File: src/rtl/fma_dot_accum.sv
// Dot-product sequencer around an external combinational FMA_32: operands are registered, results are folded into acc.
// Optional macro DOT_ACC_SPECIAL_EN enables NaN/Inf operand flagging with forced quiet-NaN output.
module fma_dot_accum #(
  parameter int LEN_W = 16
) (
  input  logic             clk,
  input  logic             rst_n,
  input  logic             in_valid,
  output logic             in_ready,
  input  logic [31:0]      in_a,
  input  logic [31:0]      in_b,
  input  logic             in_last,
  input  logic [31:0]      init_c,
  output logic [31:0]      fma_a,
  output logic [31:0]      fma_b,
  output logic [31:0]      fma_c,
  input  logic [31:0]      fma_result,
  output logic             out_valid,
  input  logic             out_ready,
  output logic [31:0]      out_data,
  output logic [LEN_W-1:0] out_count,
  output logic             out_special,
  output logic             busy
);

  typedef enum logic [1:0] {IDLE, ACC, DRAIN, DONE} state_t;

  state_t           state_q, state_d;
  logic [31:0]      op_a_q, op_a_d;
  logic [31:0]      op_b_q, op_b_d;
  logic [31:0]      acc_q, acc_d;
  logic             op_vld_q, op_vld_d;
  logic [LEN_W-1:0] count_q, count_d;
  logic             accept;
  logic             out_hs;

  assign in_ready  = (state_q == IDLE) || (state_q == ACC);
  assign out_valid = (state_q == DONE);
  assign busy      = (state_q != IDLE);
  assign accept    = in_valid && in_ready;
  assign out_hs    = out_valid && out_ready;

  assign fma_a     = op_a_q;
  assign fma_b     = op_b_q;
  assign fma_c     = acc_q;
  assign out_count = count_q;

  always_comb begin
    state_d = state_q;
    case (state_q)
      IDLE:    if (accept) state_d = in_last ? DRAIN : ACC;
      ACC:     if (accept && in_last) state_d = DRAIN;
      DRAIN:   state_d = DONE;
      DONE:    if (out_ready) state_d = IDLE;
      default: state_d = IDLE;
    endcase
  end

  always_comb begin
    op_a_d   = op_a_q;
    op_b_d   = op_b_q;
    acc_d    = acc_q;
    count_d  = count_q;
    op_vld_d = accept;
    if (accept) begin
      op_a_d = in_a;
      op_b_d = in_b;
      if (state_q == IDLE) begin
        count_d = LEN_W'(1);
      end else if (count_q != {LEN_W{1'b1}}) begin
        count_d = count_q + LEN_W'(1);
      end
    end
    // The first pair of a vector seeds acc; a product issued last cycle folds in otherwise.
    if (accept && (state_q == IDLE)) begin
      acc_d = init_c;
    end else if (op_vld_q) begin
      acc_d = fma_result;
    end
  end

  always_ff @(posedge clk or negedge rst_n) begin
    if (!rst_n) begin
      state_q  <= IDLE;
      op_a_q   <= '0;
      op_b_q   <= '0;
      acc_q    <= '0;
      op_vld_q <= 1'b0;
      count_q  <= '0;
    end else begin
      state_q  <= state_d;
      op_a_q   <= op_a_d;
      op_b_q   <= op_b_d;
      acc_q    <= acc_d;
      op_vld_q <= op_vld_d;
      count_q  <= count_d;
    end
  end

`ifdef DOT_ACC_SPECIAL_EN
  logic special_q, special_d;
  logic in_is_special;

  assign in_is_special = (in_a[30:23] == 8'hFF) || (in_b[30:23] == 8'hFF) ||
                         ((state_q == IDLE) && (init_c[30:23] == 8'hFF));

  always_comb begin
    special_d = special_q;
    if (out_hs) begin
      special_d = 1'b0;
    end else if (accept && in_is_special) begin
      special_d = 1'b1;
    end
  end

  always_ff @(posedge clk or negedge rst_n) begin
    if (!rst_n) special_q <= 1'b0;
    else        special_q <= special_d;
  end

  assign out_special = special_q;
  assign out_data    = (special_q && (state_q == DONE)) ? 32'h7FC00000 : acc_q;
`else
  logic unused_hs;
  assign unused_hs   = out_hs;
  assign out_special = 1'b0;
  assign out_data    = acc_q;
`endif

endmodule
File: config.mk
export PLATFORM = sky130hd
export DESIGN_NAME = fma_dot_accum
export DESIGN_NICKNAME = d
export VERILOG_FILES = /design/src/rtl/fma_dot_accum.sv
export SDC_FILE = /design/constraint.sdc
export NUM_CORES = 1
export LEC_CHECK = 0
export ABC_AREA = 1
export BUFFER_PORTS_ARGS = -buffer_cell sky130_fd_sc_hd__buf_2
export CORE_AREA = 2 2 110 112
export CTS_BUF_LIST = sky130_fd_sc_hd__clkbuf_2
export DETAILED_ROUTE_END_ITERATION = 7
export DIE_AREA = 0 0 112 114
export PLACE_DENSITY = 0.94
export SYNTH_ARGS = -nofsm -noshare
export SYNTH_HDL_FRONTEND = slang
export SYNTH_SLANG_ARGS = --single-unit
File: constraint.sdc
create_clock -name clk -period 3.8 [get_ports clk]
set_clock_uncertainty 0.05 [all_clocks]
set_input_delay 0.38 -clock clk [delete_from_list [all_inputs] [get_ports clk]]
set_output_delay 0.38 -clock clk [all_outputs]
set_load 0.01 [all_outputs]
# --- Word level (Yosys, flattened, before mapping) ---
# Index checks and enable logic that the tools add are counted.
op_classes:
  multipliers: 0
  shift: 0
  eq_ne: 7
  reduce_logical: 10
  mux: 9
  div: 0
  n_addsub: 1
  n_bitwise: 0
  order_cmp: 0
op_table:
  columns: ["cell", "count"]
  rows:
  - ["2-to-1 mux 32 bit", 2]
  - ["2-to-1 mux 16 bit", 2]
  - ["adder 16 x 1 -> 16 bit, second input constant", 1]
  - ["inequality test 16 bit, second input constant", 1]
  - ["2-to-1 mux 2 bit", 4]
  - ["one-hot mux 2 bit (4 select lines)", 1]
  - ["nonzero test 2 bit", 3]
  - ["equality test 2 bit, second input constant", 2]
  - ["inequality test 2 x 1 -> 1 bit, second input constant", 2]
  - ["logical AND 1 bit", 3]
  - ["AND reduction 3 bit", 1]
  - ["equality test 2 x 1 -> 1 bit, second input constant", 1]
  - ["logical NOT 2 bit", 1]
  - ["inequality test 2 bit, second input constant", 1]
  - ["AND reduction 2 bit", 1]
  - ["logical OR 1 bit", 1]
totals:
  mem_bits_ro: 0
  regBits: 115
  mem_bits_rw: 0
  out_inout_bits: 148
  in_bits: 133
  mem_count: 0
  word_cells: 33
  latch_bits: 0

# --- Depth between registers and ports, before layout ---
logic_depth:
  depth_word: 6
  ltp_mapped: 11
  mapped_depth_nobuf: 9

# --- Worst setup path before layout ---
# OpenSTA, ideal clock, no wires.
synth_path:
  path_type: "flip-flop to flip-flop"
  startpoint: "reg state_q[0]"
  endpoint: "reg op_a_q[10] (netlist: fma_a[10])"
  path_slack_ns: 2.101
  arrival_time_ns: 1.532
  t_required_ns: 3.634
  synth_period_minus_slack_ns: 1.699
  n_path_buf: 3
  setup_time_ns: 0.116
  path_stages_with_launch: 12
  path_cell_list: "dfrtp_1 -> inv_1 -> ha_1 -> buf_2 -> inv_2 -> nand2_1 -> nand2_1 -> inv_1 -> buf_2 -> buf_4 -> nand2_1 -> nand2_1"
synth_between:
  elab_chain_len: 3
  elab_cells_between_ends: 4
  classes_between: "1 x eq/ne; 3 x reduce/logical"
synth_lines:
  columns: ["item", "line_no", "rtl"]
  rows:
  - ["start, declared", "28", "state_t state_q, state_d;"]
  - ["start signal, assigned", "91", "state_q <= state_d;"]
  - ["equality test 2 x 1 -> 1 bit or logical NOT 2 bit (tied branches)", "37", "assign in_ready = (state_q == IDLE) || (state_q == ACC);"]
  - ["logical OR 1 bit (*)", "37", null]
  - ["via in_ready", "9", "output logic in_ready,"]
  - ["logical AND 1 bit (*)", "40", "assign accept = in_valid && in_ready;"]
  - ["end signal, assigned", "92", "op_a_q <= op_a_d;"]
  - ["end, declared", "29", "logic [31:0] op_a_q, op_a_d;"]
# Mark *: on every way through the listed nets, which the timed path passes. The rest lies on a longest branch.
# A chain may end at the register's enable or synchronous reset.

# --- Final worst setup path ---
layout_path:
  startpoint: "reg state_q[0]"
  endpoint: "reg acc_q[5] (netlist: fma_c[5])"
layout_between:
  elab_chain_len: 5
  elab_cells_between_ends: 7
  classes_between: "1 x eq/ne; 1 x mux; 5 x reduce/logical"
layout_lines:
  columns: ["item", "line_no", "rtl"]
  rows:
  - ["equality test 2 x 1 -> 1 bit or logical NOT 2 bit (tied branches)", "37, 75", null]
  - ["logical OR 1 bit", "37", null]
  - ["logical AND 1 bit", "40", null]
  - ["logical AND 1 bit (*)", "75", "if (accept && (state_q == IDLE)) begin"]
  - ["2-to-1 mux 32 bit or nonzero test 2 bit (tied branches)", null, null]
  - ["end signal, assigned", "87", "acc_q <= '0;"]
  - ["end signal, assigned", "94", "acc_q <= acc_d;"]
  - ["end, declared", "31", "logic [31:0] acc_q, acc_d;"]
# Mark *: on every way between the ends. The rest lies on a longest branch, timed or not.

==> results by group <==
Synthesis
  – Ys async rst share: 100%
  – Yosys warnings: 0
  – Post-synthesis adder-cell area fraction: 1.37%
  – Synth area leader: dfrtp_1
  – Synth Area in XOR/XNOR: 0.160%
  – Post-synthesis mux area share: 0%
  – Mapped cell area: 5480 sq um
  – Top-count cell post-synth: nand2_1
  – Synth cell types: 28
  – Syn Area/Cell: roughly 8.1 sq um
  – Top cells by area, synth: dfrtp_1 (53%), nand2_1 (18%), nand3_1 (13%), buf_4 (5.2%), inv_1 (1.5%)
  – Commonest cells post-synth: nand2_1 (259), nand3_1 (141), dfrtp_1 (115)
  – Synth Flop Type: dfrtp_1
  – Syn Inst Count: 673
  – Post-synth EDFFs: 0
  – Yosys reg bits: 115
  – Largest family of logic cells by synthesized area: simple AND/OR/NAND/NOR gates
  – Synth Area in Simple Gates: approximately a third
  – Seq/Total Area, Yosys: 52.5%
  – Post-synth top area share: around 53%
  – Syn_nets: just over 800
  – Compound-Gate Fraction of Synth Area: 2.38%

Worst setup path
  – CP Buf/Inv Count: 3
  – Reg2reg end: fma_c[5]
  – CP peak stage delay: 0.74 ns
  – CP Cell Sequence: inv_1 -> ha_1 -> buf_4 -> nand2_2 -> nand3_1 -> nand3_1 -> dlygate4sd3_1
  – Data required, critical path: approximately 4.3 ns
  – Crit-path max FO: 64
  – Worst reg-to-reg setup slack: around 0.67 ns
  – Worst r2r src: state_q[0]
  – CP max stage cell: nand2_2
  – Crit-path most repeated cell: nand3_1
  – CP Data Arrival Time: 3.65 ns
  – CP delay by family, top: simple AND/OR/NAND/NOR gates
  – Reg2Reg Depth: 7
  – Crit path capture type: flip-flop
  – CP Class: flip-flop to flip-flop
  – Startpoint types: flip-flop

Global routing
  – Largest net degree at the start of global routing: 69
  – Initial antenna violation count: 0
  – GRT overflow: 0
  – Total GRT Usage: 32.4%
  – Vias in the first global route: 6383
  – First-pass GRT wire length: approximately 33 mm

Timing
  – RSZ-0062 raised after global routing: false
  – Least-Margin Pin Slew: ~1.1 ns
  – Fin crit period: 3.13 ns
  – Worst Setup Slack, final: 0.670 ns
  – Final Hold Fails: 0
  – Max Clock Freq: 319 MHz
  – Final setup TNS: 0 ns
  – Worst slew margin: 25.1%
  – Setup violations, final: 0
  – Tcrit/Tclk final: roughly 82%
  – Max Transition Viols Final: 0
  – Min Hold Slack: 0.121 ns

Floorplanning
  – Die Width: roughly 110 microns
  – Die H: between 100 and 150 microns
  – Starting Density: 46.8%
  – Cell row count: 40
  – Core area: ~12000 sq um
  – I/O pin count: 281
  – Die area: 12800 sq um

Clock network
  – Num CTS Buffers: 17
  – H-tree depth: 4
  – # clock sinks: between 100 and 150
  – Worst skew pair latency: between 0.6 and 0.7 ns
  – Clock slew at reported path FFs: 0.19 ns
  – Clock Tree Buf Depth: 2
  – CTS root buf: clkbuf_2
  – TritonCTS clock tree: done

Power and ir drop
  – Lkg Pwr: 4.56 nW
  – Overall power: ~6.3 mW
  – Worst VDD drop: 0.495 mV
  – Pwr per Cell Area: 762 nW/um^2

Layout
  – Layout net count: 1176
  – P&R area growth vs syn: 51.8%
  – Post-Layout Cell Count: 1197
  – Final-layout fill cell count: 774
  – Storage element area: 2880 sq um
  – Post-route cell area: 8310 sq um
  – ANT cells: 0
  – Post-Route Utilization: just over 70%
  – Share of cells above drive strength 1: 31.5%
  – Multi-input gate area: approximately 2100 sq um

Min path
  – Min-Delay Endpoint: state_q[0]
  – Hold Crit Class: input port to flip-flop
  – Hold path depth: 5
  – Worst hold start: out_ready

Place
  – Detailed placement HPWL: 11.4 mm
  – Gpl congestion: 0.834
  – DP Area: 6700 sq um
  – Port Buffer Count: between 200 and 300
  – Dpl cells: 1035
  – Place WS: around 1.4 ns

Job
  – Max cap viols: 0

Outcome
  – Status: completed

Routing
  – WL final: between 20 and 25 mm
  – First DRT Iteration DRCs: 814
  – First drt pass iteration count: 8
  – Drt wl/cell: 17.5 microns
  – Vias per cell: 5.41
  – DRC Markers: 0
  – Post-DRT Antenna Nets: 0
  – Routed vias: 6477
worst register-to-register path: cells and delay by family, from the launching register on:
family        cells  cell delay, ns
flops             1            0.44
buf+inv           3            1.08
fa+ha+maj         1            0.20
simple gates      3            1.26
cell type report:
cell class                 instances  share of cell area, %
inverter                          23                   1.04
timing repair buffer             415                   33.2
clock inverter                    15                   2.75
multi-input combinational        465                   25.2
sequential                       115                   34.6
clock buffer                      17                   1.02
tap                              147                   2.21
sequential cells by signal, indices dropped and copies added, names as in the netlist:
name       count
out_count     16
fma_c         32
op_vld_q       1
state_q        2
fma_a         32
fma_b         32
metal layers:
metal | GRT usage [%] | vias to the layer above | share of wire, %
met4 | 20.1 | 0 | 5.6
met2 | 52.9 | 516 | 48
met1 | 37.7 | 2987 | 36
met3 | 9.78 | 114 | 11
li1 | - | 2860 | -
met5 | 0 | - | 0
timing repair:
action | in CTS | in global routing
hold buffers | 130 | 0
resized for setup | 0 | 0
hold endpoints to repair | 146 | 0
buffers inserted | 0 | 0
power breakdown:
| part | switching, mW | internal (mW) |
|---|---|---|
| registers | 0.419 | 1.75 |
| clock network | 0.524 | 0.505 |
| logic | 1.85 | 1.29 |
| total | 2.80 | 3.54 |
cell usage in the layout, fill, tap and decap left out, types with 2 or more instances in the layout:
cell,Yosys,final
buf_2,9,278
nand2_1,259,257
nand3_1,141,141
dlygate4sd3_1,0,130
dfrtp_1,115,115
inv_1,22,21
nor2_1,18,18
clkbuf_2,0,17
o21ai_0,10,10
nand4_1,6,6
ha_1,6,6
buf_4,38,6
nand2_2,3,5
o21ai_1,5,5
bufinv_16,0,5
clkinvlp_4,0,4
inv_6,0,4
nor2_4,3,3
a21oi_1,3,3
inv_2,1,2
or2_2,2,2
kinds of logic after synthesis:
| family | Yosys count |
|---|---|
| compound gates | 22 |
| fa+ha+maj | 6 |
| other cells | 1 |
| flops | 115 |
| simple gates | 435 |
| xor+xnor | 1 |
| buf+inv | 93 |
worst max path at each step:
stage / startpoint / endpoint / slack (ns) / cells after the start
6_report: state_q[0] / fma_c[5] / 0.67 / 7
5_1_grt: state_q[0] / fma_c[5] / 0.50 / 7
4_1_cts: state_q[0] / fma_c[5] / 0.90 / 7
3_5_place_dp: state_q[0] / out_count[11] / 1.40 / 9
3_3_place_gp: state_q[0] / out_count[9] / 1.44 / 9
2_1_floorplan: state_q[0] / fma_a[10] / 2.10 / 11
Note: power is estimated with default switching activity, not from simulation.
